$ cat src/rtl/dma_dev_port.sv
// Device-side transfer engine upstream of the DMA controller: latches a command,
// raises a request and moves words between the controller port and a local stream.
module dma_dev_port #(
    parameter int ADD  = 5,
    parameter int DATA = 8,
    parameter int WORD = 4
) (
    input  logic            clk,
    input  logic            reset,
    input  logic            start,
    input  logic [WORD:0]   in_num_words,
    input  logic [ADD-1:0]  in_start_address,
    input  logic            in_rd_wr,
    output logic            dev_ready,
    output logic            xfer_err,
    output logic [WORD:0]   num_words,
    output logic [ADD-1:0]  start_address,
    output logic            rd_wr,
    output logic            rqst,
    output logic            dev_ack,
    output logic [DATA-1:0] dev_out,
    input  logic            dma_ack,
    input  logic [DATA-1:0] dev_in,
    input  logic            dma_end_flag,
    input  logic            src_valid,
    input  logic [DATA-1:0] src_data,
    output logic            src_ready,
    output logic            snk_valid,
    output logic [DATA-1:0] snk_data
);

    typedef enum logic [2:0] {IDLE, REQ, RD_WAIT, RD_ACK, WR_FETCH, WR_WAIT, DONE} state_t;

    localparam logic [WORD:0] CNT_ONE = {{WORD{1'b0}}, 1'b1};

    state_t          state_q, state_d;
    logic [WORD:0]   cnt_q, cnt_d;
    logic            end_seen_q, end_seen_d;
    logic            active, early, rx_word, tx_word, cmd_load;

    logic            dev_ready_q, dev_ready_d;
    logic            xfer_err_q, xfer_err_d;
    logic [WORD:0]   num_words_q, num_words_d;
    logic [ADD-1:0]  start_address_q, start_address_d;
    logic            rd_wr_q, rd_wr_d;
    logic            rqst_q, rqst_d;
    logic            dev_ack_q, dev_ack_d;
    logic [DATA-1:0] dev_out_q, dev_out_d;
    logic            src_ready_q, src_ready_d;
    logic            snk_valid_q, snk_valid_d;
    logic [DATA-1:0] snk_data_q, snk_data_d;

    always_ff @(posedge clk or negedge reset) begin
        if (!reset) begin
            state_q         <= IDLE;
            cnt_q           <= '0;
            end_seen_q      <= 1'b0;
            dev_ready_q     <= 1'b1;
            xfer_err_q      <= 1'b0;
            num_words_q     <= '0;
            start_address_q <= '0;
            rd_wr_q         <= 1'b0;
            rqst_q          <= 1'b0;
            dev_ack_q       <= 1'b0;
            dev_out_q       <= '0;
            src_ready_q     <= 1'b0;
            snk_valid_q     <= 1'b0;
            snk_data_q      <= '0;
        end else begin
            state_q         <= state_d;
            cnt_q           <= cnt_d;
            end_seen_q      <= end_seen_d;
            dev_ready_q     <= dev_ready_d;
            xfer_err_q      <= xfer_err_d;
            num_words_q     <= num_words_d;
            start_address_q <= start_address_d;
            rd_wr_q         <= rd_wr_d;
            rqst_q          <= rqst_d;
            dev_ack_q       <= dev_ack_d;
            dev_out_q       <= dev_out_d;
            src_ready_q     <= src_ready_d;
            snk_valid_q     <= snk_valid_d;
            snk_data_q      <= snk_data_d;
        end
    end

    always_comb begin
        state_d  = state_q;
        cnt_d    = cnt_q;
        rx_word  = 1'b0;
        tx_word  = 1'b0;
        cmd_load = 1'b0;
        case (state_q)
            IDLE: begin
                if (start) begin
                    if (in_num_words != '0) begin
                        state_d  = REQ;
                        cnt_d    = in_num_words;
                        cmd_load = 1'b1;
                    end else begin
                        state_d = DONE;
                    end
                end
            end
            REQ:      state_d = rd_wr_q ? RD_WAIT : WR_FETCH;
            RD_WAIT: begin
                if (dma_ack) begin
                    rx_word = 1'b1;
                    state_d = RD_ACK;
                    if (cnt_q != '0) cnt_d = cnt_q - CNT_ONE;
                end
            end
            RD_ACK:   state_d = (cnt_q == '0) ? DONE : RD_WAIT;
            WR_FETCH: begin
                if (src_valid && src_ready_q) begin
                    tx_word = 1'b1;
                    state_d = WR_WAIT;
                end
            end
            WR_WAIT: begin
                if (dma_ack) begin
                    if (cnt_q != '0) cnt_d = cnt_q - CNT_ONE;
                    state_d = (cnt_d == '0) ? DONE : WR_FETCH;
                end
            end
            DONE:     if (dma_end_flag || end_seen_q) state_d = IDLE;
            default:  state_d = IDLE;
        endcase
        // End flag only counts as early when words remain after this cycle's decrement.
        active = state_q inside {RD_WAIT, RD_ACK, WR_FETCH, WR_WAIT};
        early  = active && dma_end_flag && (cnt_d != '0);
        if (early) state_d = IDLE;
    end

    always_comb begin
        dev_ready_d     = (state_d == IDLE);
        rqst_d          = state_d inside {RD_WAIT, RD_ACK, WR_FETCH, WR_WAIT};
        src_ready_d     = (state_d == WR_FETCH);
        xfer_err_d      = early;
        snk_valid_d     = rx_word && !early;
        dev_ack_d       = (state_d == RD_ACK) || (tx_word && !early);
        snk_data_d      = snk_valid_d ? dev_in : snk_data_q;
        dev_out_d       = (tx_word && !early) ? src_data : dev_out_q;
        num_words_d     = cmd_load ? in_num_words : num_words_q;
        start_address_d = cmd_load ? in_start_address : start_address_q;
        rd_wr_d         = cmd_load ? in_rd_wr : rd_wr_q;
        // A zero-length command or an end flag seen with the last word lets DONE exit at once.
        end_seen_d      = end_seen_q;
        if (state_d == IDLE)
            end_seen_d = 1'b0;
        else if (state_q == IDLE && state_d == DONE)
            end_seen_d = 1'b1;
        else if (active && dma_end_flag)
            end_seen_d = 1'b1;
    end

    assign dev_ready     = dev_ready_q;
    assign xfer_err      = xfer_err_q;
    assign num_words     = num_words_q;
    assign start_address = start_address_q;
    assign rd_wr         = rd_wr_q;
    assign rqst          = rqst_q;
    assign dev_ack       = dev_ack_q;
    assign dev_out       = dev_out_q;
    assign src_ready     = src_ready_q;
    assign snk_valid     = snk_valid_q;
    assign snk_data      = snk_data_q;

endmodule

$ cat config.mk
export PLATFORM = sky130hd
export DESIGN_NAME = dma_dev_port
export DESIGN_NICKNAME = d
export VERILOG_FILES = /design/src/rtl/dma_dev_port.sv
export SDC_FILE = /design/constraint.sdc
export NUM_CORES = 1
export LEC_CHECK = 0
export ABC_AREA = 1
export CORE_MARGIN = 10
export CORE_UTILIZATION = 59
export CTS_BUF_LIST = sky130_fd_sc_hd__clkbuf_8
export CTS_CLUSTER_DIAMETER = 60
export DETAILED_ROUTE_END_ITERATION = 10
export DONT_BUFFER_PORTS = 1
export PLACE_DENSITY_LB_ADDON = 0.12
export SLEW_MARGIN = 20
export SYNTH_ARGS = -nofsm -noshare
export SYNTH_HDL_FRONTEND = slang
export SYNTH_SLANG_ARGS = --single-unit
$ cat constraint.sdc
create_clock -name clk -period 1.95 [get_ports clk]
set_clock_uncertainty 0.15 [all_clocks]
set_input_delay 0.0975 -clock clk [delete_from_list [all_inputs] [get_ports clk]]
set_output_delay 0.0975 -clock clk [all_outputs]
set_load 0.05 [all_outputs]
## After elaboration in Yosys (flattened, before gate mapping)

Index checks and enable logic that the tools add are counted.

- Flip-flop bits (word level): 42
- Input port bits: 33
- Output and inout bits: 33
- Logic and storage cells: 74

- Add/sub/neg operators: 1
- Equality and inequality tests: 11
- Mux-type cells: 29
- Reduce and logical (&&, ||, !) cells: 19

Operator list:

| cell | count |
|---|---|
| two-way mux 5 bit | 7 |
| two-way mux 3 bit | 9 |
| one-hot mux 3 bit (7 select lines) | 1 |
| equality test 3 bit (second input constant) | 6 |
| one-hot mux 5 bit (3 select lines) | 1 |
| nonzero test 5 bit | 3 |
| equality test 3 x 2 -> 1 bit (second input constant) | 4 |
| zero test 5 bit | 2 |
| two-way mux 1 bit | 10 |
| nonzero test 4 bit | 2 |
| logical AND 1 bit | 6 |
| zero test 3 bit | 2 |
| subtractor 5 x 1 -> 5 bit (second input constant) | 1 |
| equality test 3 x 1 -> 1 bit (second input constant) | 1 |
| nonzero test 3 bit | 1 |
| logical OR 1 bit | 2 |
| two-way mux 2 bit | 1 |
| zero test 1 bit | 1 |

## Logic depth before layout (Yosys ltp)

Gate-level depths: netlist of run 1.

- Word-level depth: 13
- Depth in mapped cells: 15
- Depth with buffers taken out: 15

## Least setup slack after synthesis of run 1

Ideal clock, no wire load.

- Path kind: reg2reg
- From: register cnt_q[0]
- To: register snk_data_q[0], in the netlist snk_data[0]
- Arrival: 1.685 ns
- Required time: 1.681 ns
- Path slack: -0.004 ns
- Cell stages (with the launch flop): 16
- Cell sequence: dfrtp_1 > inv_1 > ha_1 > inv_1 > nand2_1 > nand2_1 > nand2_1 > nand2_1 > a21oi_1 > nand2_1 > nor2_2 > nand3_2 > nand2_4 > nand2_2 > nand2_1 > nand2_1

- Longest elaborated chain between the ends: 10
- Elaborated cells on any way between the ends: 14

Ends and longest elaborated chain:

| element | line | source |
|---|---|---|
| start, declared | 37 | `logic [WORD:0] cnt_q, cnt_d;` |
| start signal, assigned | 71 | `cnt_q <= cnt_d;` |
| subtractor 5 x 1 -> 5 bit or nonzero test 5 bit (tied branches) | 110, 122 |  |
| two-way mux 5 bit (*) | 110, 122 |  |
| two-way mux 5 bit | 121 | `if (dma_ack) begin` |
| two-way mux 5 bit | 93 | `case (state_q)` |
| two-way mux 5 bit | 121 |  |
| one-hot mux 5 bit (3 select lines) (*) | 93 |  |
| named net cnt_d[2] | 37 |  |
| nonzero test 5 bit (*) | 131 | `early = active && dma_end_flag && (cnt_d != '0);` |
| logical AND 1 bit (*) | 131 |  |
| zero test 1 bit (*) | 140 | `snk_valid_d = rx_word && !early;` |
| logical AND 1 bit (*) | 140 |  |
| end signal, assigned | 83 | `snk_data_q <= snk_data_d;` |
| end, declared | 51 | `logic [DATA-1:0] snk_data_q, snk_data_d;` |

Mark *: on every way through the listed nets, which the timed path passes. The rest lies on a longest branch. The select of a mux whose other input is x is not followed.
A chain may end at the register's enable or synchronous reset.

## Worst setup path in the final report of run 1

- From: register cnt_q[0]
- To: register rqst_q, in the netlist rqst

- Longest elaborated chain between the ends: 11
- Elaborated cells on any way between the ends: 24

Ends and longest elaborated chain:

| element | line | source |
|---|---|---|
| subtractor 5 x 1 -> 5 bit or nonzero test 5 bit (tied branches) | 110, 122 |  |
| two-way mux 5 bit (*) | 110, 122 |  |
| two-way mux 5 bit | 121 |  |
| two-way mux 5 bit | 93 |  |
| two-way mux 5 bit | 121 |  |
| one-hot mux 5 bit (3 select lines) (*) | 93 |  |
| named net cnt_d[1] | 37 |  |
| nonzero test 5 bit (*) | 131 |  |
| logical AND 1 bit (*) | 131 |  |
| two-way mux 3 bit (*) | 132 | `if (early) state_d = IDLE;` |
| equality test 3 x 2 -> 1 bit or equality test 3 bit (tied branches) | 137 | `rqst_d = state_d inside {RD_WAIT, RD_ACK, WR_FETCH, WR_WAIT};` |
| nonzero test 4 bit (*) | 137 |  |
| named net rqst_d | 46 | `logic rqst_q, rqst_d;` |
| end signal, assigned | 78 | `rqst_q <= rqst_d;` |
| end, declared | 46 |  |

Marked as above.

==> metrics.txt, run 1 <==
outcome finished with violations; failing checks hold timing, setup timing; DIE HEIGHT 79.4 um; max cap viols 0; Hold WS -0.0529 ns; final hold viol count 3; PnR worst setup slack -0.0785 ns; cell mode on critical path nand3_2; Max Freq 493 MHz; minimum clock period 2.03 ns; Avg Inst Size Synth 8.14 um2; first-pass GRT wire length 9.59 mm; synth top area cells dfrtp_1 49%, nand2_1 16%, nand3_1 7.4%, inv_1 3.6%, nand3_2 2.9%; post-synthesis simple-gate area fraction 37.7%; initial DRC count 183; setup_tns -1.10 ns; H-tree levels 2; multiplexer area fraction after synthesis 0%; area share of fa/ha/maj cells after synthesis 0.600%; Place WS -0.123 ns; post-DP HPWL 4.00 mm; Compound-Gate Fraction of Synth Area 4.32%; Slew Viols, Final 0; row count 21; critical path's slowest cell dfrtp_1; layout cells sized above 1 27.3%; initial antenna violation count 0; Core Area 3360 um2; DR pass1 iterations 4; synth unique cells 31; Slew headroom 65.6%; CTS tree yes; delay-heaviest family, CP simple AND/OR/NAND/NOR gates; Synthesis Warnings 0; vias in the first global route 1988; Max VDD drop 1.35 mV; Num Clock Sinks 42; Max FO, Critical Path 7; Post-Syn Area 2080 um2; Critical Path Start Type register; Initial Util 62.0%; GPL Wtd Cong 0.942; Yosys top cell by area dfrtp_1; reg-to-reg setup timing slack -0.08 ns; Area growth, synth to finish 39.4%; Crit Path Class register to register; final worst-path cycle share 104%; RSZ-0062 raised after global routing yes; Synth Area in XOR/XNOR 0.420%; IO Pins 66; CP required 2.02 ns; Cell Pwr Density 1890 nW/um2; Pleak 1.50 nW; post-synthesis sequential area ratio 50.5%; Seq cells post-synth 42; Syn Inst Count 256; Die ar. 6310 um2; total congestion overflow 0; CP endpoint rqst; Worst Hold Class primary input to register; CTS Hold Bufs 34; Inserted Clock Buffers 5; DRT Wirelength 6.37 mm; Root Driver clkbuf_8; worst r2r dst rqst; Critical Path Sink Type register; via count 1992; Cells after DPL 319; # DRC 0; Tot GR Track Use 19.1%; R2R depth 13; worst slew pin tran 0.516 ns; Setup crit start cnt_q[0]; number of I/O port buffers 0; WP depth 13; Final nets 355; latest clock arrival within the worst-skew pair 0.29 ns; Max clock buf depth 2; pin count of the biggest net entering global routing 43; Mapped Nets 290; largest family of logic cells by synthesized area simple AND/OR/NAND/NOR gates; Die W 79.4 um; final setup violation count 21; Worst EP arrival 2.10 ns; wire length per cell 17.3 um; Bufs and invs on worst path 2; final cell count without fillers 368; Vias per Instance 5.41; Clock Pin Slew Worst Setup and Hold Paths 0.08 ns; ant diodes 0; Synth top area share 49.2%; slowest stage delay, CP 0.40 ns; FF-to-FF Start cnt_q[0]; ANT nets after route 0; cells along the critical path inv_2, ha_4, nand3_4, nand2_1, nand3_2, nand2_1, nand3_2, nor2_2, nand3_2, nand2_4, buf_6, nand2_2, o21ai_2
==> sequential cells by signal, summed over array words and instances (netlist names) <==
register / count
dev_out: 8
snk_valid: 1
end_seen_q: 1
cnt_q: 5
xfer_err: 1
snk_data: 8
dev_ready: 1
dev_ack: 1
num_words: 5
rqst: 1
rd_wr: 1
state_q: 3
src_ready: 1
start_address: 5
==> Yosys cell counts (all sizes together) <==
cell     count
dfrtp       41
o31ai        1
nand2       99
a21oi        4
nand4        4
nand3b       1
o21a         1
nor3b        1
ha           1
nand3       38
dfstp        1
clkinv       1
nor2        21
nor3         3
o2111ai      1
xor2         1
a21boi       1
buf          2
o21ai        6
clkbuf       2
inv         26
==> routing by layer <==
metal  vias up  GRT usage (%)  share of wire (%)
met3        15           8.22                9.4
li1        950              -                  -
met5         -              0                  0
met1       941           19.7                 37
met2        86           33.4                 51
met4         0           6.99                2.1
==> what timing repair did <==
item,CTS,global route
resized for setup,15,21
buffers inserted,2,6
pin swaps,10,11
endpoints found under the hold margin,74,3
endpoints found under the setup margin,25,30
==> worst min-delay path: stages <==
cell and delay, ns:
nand2_1 0.04, nor2_1 0.12, nor2_2 0.07, inv_1 0.04
==> metrics by stage <==
step	area, um2	power [mW]	util (%)
global placement	2270	4.22	67.4
floorplan	2090	3.66	-
global route	2910	5.80	86.4
CTS	2800	5.18	83.2
detailed placement	2270	4.25	67.4
finish	2910	5.49	86.4
==> power by group <==
part,internal (mW),switching [mW]
combinational,0.981,1.29
sequential,1.24,1.28
clock,0.384,0.311
==> cells by family after synthesis <==
group                    after synthesis
XOR/XNOR                               1
adder cells (fa/ha/maj)                1
AND/OR/NAND/NOR                      167
AO/OA/AOI/OAI                         14
flip-flops                            42
buffers and inverters                 31
==> layout make-up <==
cell class | count | area, um2
multi-input combinational | 183 | 992
clock buffer | 5 | 68.8
inverter | 27 | 109
sequential | 42 | 1060
fill | 174 | 458
timing repair buffer | 62 | 578
clock inverter | 3 | 43.8
tap | 46 | 57.6
==> layout by cell type (no fill, tap or decap), types with 2 or more instances in the layout <==
cell type	count
dfrtp_1	38
dfrtp_2	3
o21ai_0	4
nor3_1	2
nand4_1	4
nand2_4	5
buf_4	25
nor2_2	3
dlygate4sd3_1	30
nand2_1	84
clkbuf_8	5
nor2_4	3
nand2_2	10
a21oi_1	2
a21oi_2	2
dlymetal6s4s_1	2
buf_6	4
inv_2	8
inv_1	16
nand3_2	6
nor2_1	15
nand3_4	3
nand3_1	29
inv_6	2
==> worst min-delay path by stage <==
stage	cells past startpoint	slack, ns	startpoint	end
floorplan	0	-0.35	reset	cnt_q[0]
global placement	0	-0.35	reset	cnt_q[1]
detailed placement	0	-0.35	reset	cnt_q[1]
CTS	3	-0.12	dma_ack	cnt_q[2]
global route	4	-0.03	dma_ack	cnt_q[2]
finish	4	-0.05	dma_ack	cnt_q[3]
Note: power is estimated with default switching activity, not from simulation.
==> inputs of run 2 (changes only) <==
- CORE_UTILIZATION: 59 -> 40
==> run 2 against run 1 <==
  * Power grew 2.3%
  * Maximum frequency is 2.2% lower
  * Count of clock-buffer cells in the layout increased by 1
  * Sequential cell count is the same
  * Final cell count is 9.8% higher
  * Sequential share of layout area is 2.5 points lower
  * Critical path depth unchanged
  * Worst hold slack better by 0.050 ns
  * Largest power group is now combinational cells
  * The flow still finishes with violations (hold timing, setup timing)
  * Design area increased by 6.9%
  * Critical endpoint is now snk_data[7]
  * Utilization decreased by 25 points
  * Clock power fell by 16%
==> metrics.txt, run 2 (synthesis results as in run 1) <==
Slew headroom 53.9%; initial DRC count 55; combinational fraction of design power 44.9%; Critical Path Start Type register; DIE HEIGHT 92.2 um; CTS tree yes; Cell Pwr Density 1810 nW/um2; CP required 1.99 ns; Root Driver clkbuf_8; final worst-path cycle share 106%; Vias per Instance 4.81; Worst Hold Class primary input to register; max cap viols 0; Sequential Power Share 44.6%; H-tree levels 2; R2R depth 13; Slew Viols, Final 0; filler instances 471; final core utilization 61.2%; final setup violation count 22; IO Pins 66; cells along the critical path inv_2, ha_4, nand3_2, nand2_1, nand2_1, a21oi_2, nand2_1, nor2_2, nand3_4, nand2_8, nand2_8, nand2_2, nand2_2; layout cells sized above 1 32.6%; PnR worst setup slack -0.124 ns; wire length per cell 14.9 um; Final nets 367; Max Freq 482 MHz; worst slew pin tran 0.690 ns; post-DP HPWL 4.17 mm; Worst Hold Depth 4; pin count of the biggest net entering global routing 43; total congestion overflow 0; Worst EP arrival 2.11 ns; Max FO, Critical Path 5; reg-to-reg setup timing slack -0.12 ns; Core Area 5070 um2; Critical Path Sink Type register; latest clock arrival within the worst-skew pair 0.29 ns; most frequent cells in the layout 79 x nand2_1, 41 x dfrtp_1, 34 x buf_4; Clock Pin Slew Worst Setup and Hold Paths 0.08 ns; setup_tns -2.00 ns; hold_sp dma_ack; Die ar. 8500 um2; Die W 92.2 um; Hold EP cnt_q[0]; Max VDD drop 0.744 mV; DRT Wirelength 6.02 mm; Max clock buf depth 2; Pleak 1.54 nW; delay-heaviest family, CP simple AND/OR/NAND/NOR gates; internal power of the cells 2.68 mW; Crit Path Class register to register; outcome finished with violations; row count 26; clock share of power 10.4%; ant diodes 0; Place WS -0.151 ns; cell mode on critical path nand2_1; critical path's slowest cell dfrtp_1; FF-to-FF Start cnt_q[0]; Cells after DPL 351; ANT nets after route 0; Area growth, synth to finish 49.0%; final hold viol count 1; net switching power 2.93 mW; first-pass GRT wire length 9.73 mm; slowest stage delay, CP 0.40 ns; DR pass1 iterations 4; vias in the first global route 1972; RSZ-0062 raised after global routing yes; worst r2r dst snk_data[7]; Tot GR Track Use 13.9%; minimum clock period 2.07 ns; GPL Wtd Cong 0.893; # DRC 0; commonest non-fill, non-tap cell in the layout nand2_1; final cell count without fillers 404; Sw Ratio 52.3%; via count 1942; Inserted Clock Buffers 5; Initial Util 41.1%; Num Clock Sinks 42; number of I/O port buffers 0; failing checks hold timing, setup timing; Bufs and invs on worst path 1; Hold WS -0.00269 ns; initial antenna violation count 0
[run 2: changes by cell type in the layout (fill, tap and decap cells not counted), sizes merged]
cell | previous run | this run
buf | 30 | 39
dlygate4sd3 | 30 | 33
dlymetal6s4s | 2 | 0
nand2 | 99 | 101
bufinv | 1 | 0
clkbuf | 5 | 6
clkinvlp | 0 | 1
inv | 27 | 26
[run 2: layout make-up]
cell class,instances,area (um2),share of cell area (%)
multi-input combinational,185,1100,35.5
timing repair buffer,72,662,21.3
clock buffer,6,82.6,2.66
tap,70,87.6,2.82
clock inverter,2,12.5,0.403
inverter,27,106,3.42
sequential,42,1050,33.9
[run 2: through the flow]
stage	hold WS, ns	power (mW)	cell area, um2
after floorplan	-0.348	3.66	2090
after global placement	-0.347	4.36	2360
after detailed placement	-0.347	4.37	2360
after CTS	-0.0311	5.34	2940
after global routing	0.00299	5.99	3110
final	-0.00269	5.61	3110
[run 2: how the worst max path moves through the flow]
stage             start          end  slack, ns  cells past startpoint
2_1_floorplan  cnt_q[0]  snk_data[0]       0.02                     15
3_3_place_gp   cnt_q[1]  snk_data[2]      -0.10                     15
3_5_place_dp   cnt_q[0]  snk_data[2]      -0.15                     15
4_1_cts        cnt_q[1]  snk_data[2]      -0.05                     15
5_1_grt        cnt_q[0]  snk_data[4]      -0.23                     13
6_report       cnt_q[0]  snk_data[7]      -0.12                     13
[run 2: worst min-delay path, cell delays in order]
cell and delay (ns):
nand3_1 0.06, nand2_1 0.06, nand3_2 0.09, buf_4 0.11
[run 2: layer usage]
layer	routed length, um	global-route usage (%)	vias up
met5	0	0	-
met4	43	4.24	0
met1	2510	16.1	936
met2	3250	24.5	31
li1	-	-	971
met3	215	3.42	4
[run 2: timing repair]
action | 4_1_cts | 5_1_grt
resized for setup | 17 | 31
endpoints found under the setup margin | 24 | 29
setup buffers | 3 | 6
cloned | 2 | 0
hold buffers | 34 | 0
pin swaps | 8 | 19
endpoints found under the hold margin | 73 | 0
[run 2: power groups by stage]
stage	Sequential, mW	Clock (mW)	Combinational (mW)
after CTS	2.49	0.615	2.24
final	2.50	0.586	2.52
after global placement	2.50	0	1.86
after detailed placement	2.50	0	1.87
after floorplan	2.48	0	1.18
after global routing	2.55	0.644	2.79
==> inputs of run 3 (changes only) <==
- REMOVE_ABC_BUFFERS: not set -> 1
==> run 3 against run 2 <==
  * The run ends with setup timing left
  * First-iteration DRC count is 64% higher
  * Sequential power is essentially flat
  * Final cell count did not move
  * Maximum frequency up 2.0%
  * Critical endpoint is now dev_out[4]
  * Critical path depth unchanged
  * Combinational power shrank 5%
  * Count of clock-buffer cells in the layout is 1 lower
  * Power is 3.3% lower
  * Design area decreased by 0.60%
  * Register-to-register slack improved by 0.04 ns
  * Sequential cell count did not move
==> metrics.txt, run 3 (synthesis results as in run 1) <==
outcome finished with violations; failing checks setup timing; ANT nets after route 0; most frequent cells in the layout 85 x nand2_1, 41 x dfrtp_1, 34 x dlygate4sd3_1; critical path's slowest cell dfrtp_1; commonest non-fill, non-tap cell in the layout nand2_1; DIE HEIGHT 92.2 um; combinational fraction of design power 44.1%; Max FO, Critical Path 6; Clock Pin Slew Worst Setup and Hold Paths 0.08 ns; Crit Path Class register to register; R2R depth 13; Slew headroom 63.3%; Hold WS 0.0153 ns; Initial Util 41.1%; Pleak 1.54 nW; max cap viols 0; Max Freq 492 MHz; Multi-input gate area 1080 um2; post-DP HPWL 4.11 mm; H-tree levels 2; Final nets 367; IO Pins 66; Max VDD drop 0.807 mV; slowest stage delay, CP 0.39 ns; final setup violation count 20; internal power of the cells 2.57 mW; initial antenna violation count 0; Cell Pwr Density 1760 nW/um2; Inserted Clock Buffers 5; Core Area 5070 um2; initial DRC count 90; Tot GR Track Use 14.2%; GPL Wtd Cong 0.938; total congestion overflow 0; Max clock buf depth 2; Sequential Power Share 45.8%; Vias per Instance 4.76; cells along the critical path inv_2, ha_4, nand3_4, nand2_1, nand2_1, a21oi_1, nand2_1, nor2_2, nand3_4, nand2_8, nand2_4, nand2_1, nand2_1; first-pass GRT wire length 9.85 mm; Pwr Total 5.42 mW; final core utilization 60.8%; final worst-path cycle share 104%; Die ar. 8500 um2; Sw Ratio 52.5%; worst slew pin tran 0.549 ns; row count 26; Root Driver clkbuf_8; DR pass1 iterations 4; CP required 1.98 ns; Critical Path Sink Type register; final hold viol count 0; Place WS -0.169 ns; PnR worst setup slack -0.0835 ns; minimum clock period 2.03 ns; layout cells sized above 1 32.0%; Die W 92.2 um; pin count of the biggest net entering global routing 43; latest clock arrival within the worst-skew pair 0.29 ns; vias in the first global route 2030; number of I/O port buffers 0; Critical Path Start Type register; cell mode on critical path nand2_1; Worst EP arrival 2.06 ns; filler instances 467; Worst Hold Depth 4; RSZ-0062 raised after global routing yes; Cells after DPL 357; CTS tree yes; # DRC 0; via count 1925; wire length per cell 14.3 um; clock share of power 10.1%; Area growth, synth to finish 48.1%; final cell count without fillers 404; Worst Hold Class primary input to register; net switching power 2.85 mW; Num Clock Sinks 42; Slew Viols, Final 0; Seq. cell area 1050 um2; ant diodes 0; DRT Wirelength 5.79 mm
[run 3: metrics by stage]
step,TNS [ns],area [um2]
2_1_floorplan,-1.53,2050
3_3_place_gp,-1.81,2400
3_5_place_dp,-2.82,2400
4_1_cts,-0.755,2960
5_1_grt,-5.36,3090
6_report,-1.03,3090
[run 3: layout make-up]
| type | instances | area share, % |
|---|---|---|
| Clock buffer | 5 | 2.23 |
| Clock inverter | 3 | 0.567 |
| Inverter | 27 | 3.53 |
| Multi-Input combinational cell | 185 | 35.1 |
| Sequential cell | 42 | 34.1 |
| Tap cell | 70 | 2.84 |
| Timing Repair Buffer | 72 | 21.6 |
[run 3: worst max-delay path: cells and delay by family (launching register included)]
| family | cells | cell delay (ns) |
|---|---|---|
| AO/OA/AOI/OAI | 1 | 0.13 |
| buffers and inverters | 1 | 0.08 |
| flip-flops | 1 | 0.39 |
| AND/OR/NAND/NOR | 10 | 0.97 |
| adder cells (fa/ha/maj) | 1 | 0.18 |
[run 3: power by group through the flow]
stage                     sequential (mW)  clock [mW]  combinational, mW
after global routing                 2.54       0.613               2.69
final                                2.48       0.550               2.39
after CTS                            2.49       0.576               2.22
after detailed placement             2.50           0               1.89
after floorplan                      2.48           0               1.12
after global placement               2.51           0               1.87
[run 3: worst paths after layout]
path | start | endpoint | slack (ns)
worst min-delay path | dma_ack | dev_ready | 0.02
worst max register to register | cnt_q[1] | dev_out[4] | -0.08
worst min register to register | end_seen_q | end_seen_q | 0.40
max in group asynchronous | reset | dev_ready | 1.23
worst max-delay path | cnt_q[1] | dev_out[4] | -0.08
min in group asynchronous | reset | cnt_q[1] | 0.14
[run 3: per-layer routing]
layer	routed length, um	vias to the layer above	global-route usage (%)
li1	-	972	-
met1	2260	905	15.7
met2	3110	37	24.9
met3	270	11	4.32
met4	144	0	5.27
met5	0	-	0
[run 3: repair_timing]
| item | CTS | global route |
|---|---|---|
| hold buffers | 36 | 0 |
| buffers inserted | 1 | 1 |
| gates cloned | 2 | 0 |
| gates resized for setup | 18 | 29 |
| pin swaps | 4 | 24 |
| hold endpoints to repair | 73 | 0 |
| setup endpoints to repair | 24 | 29 |
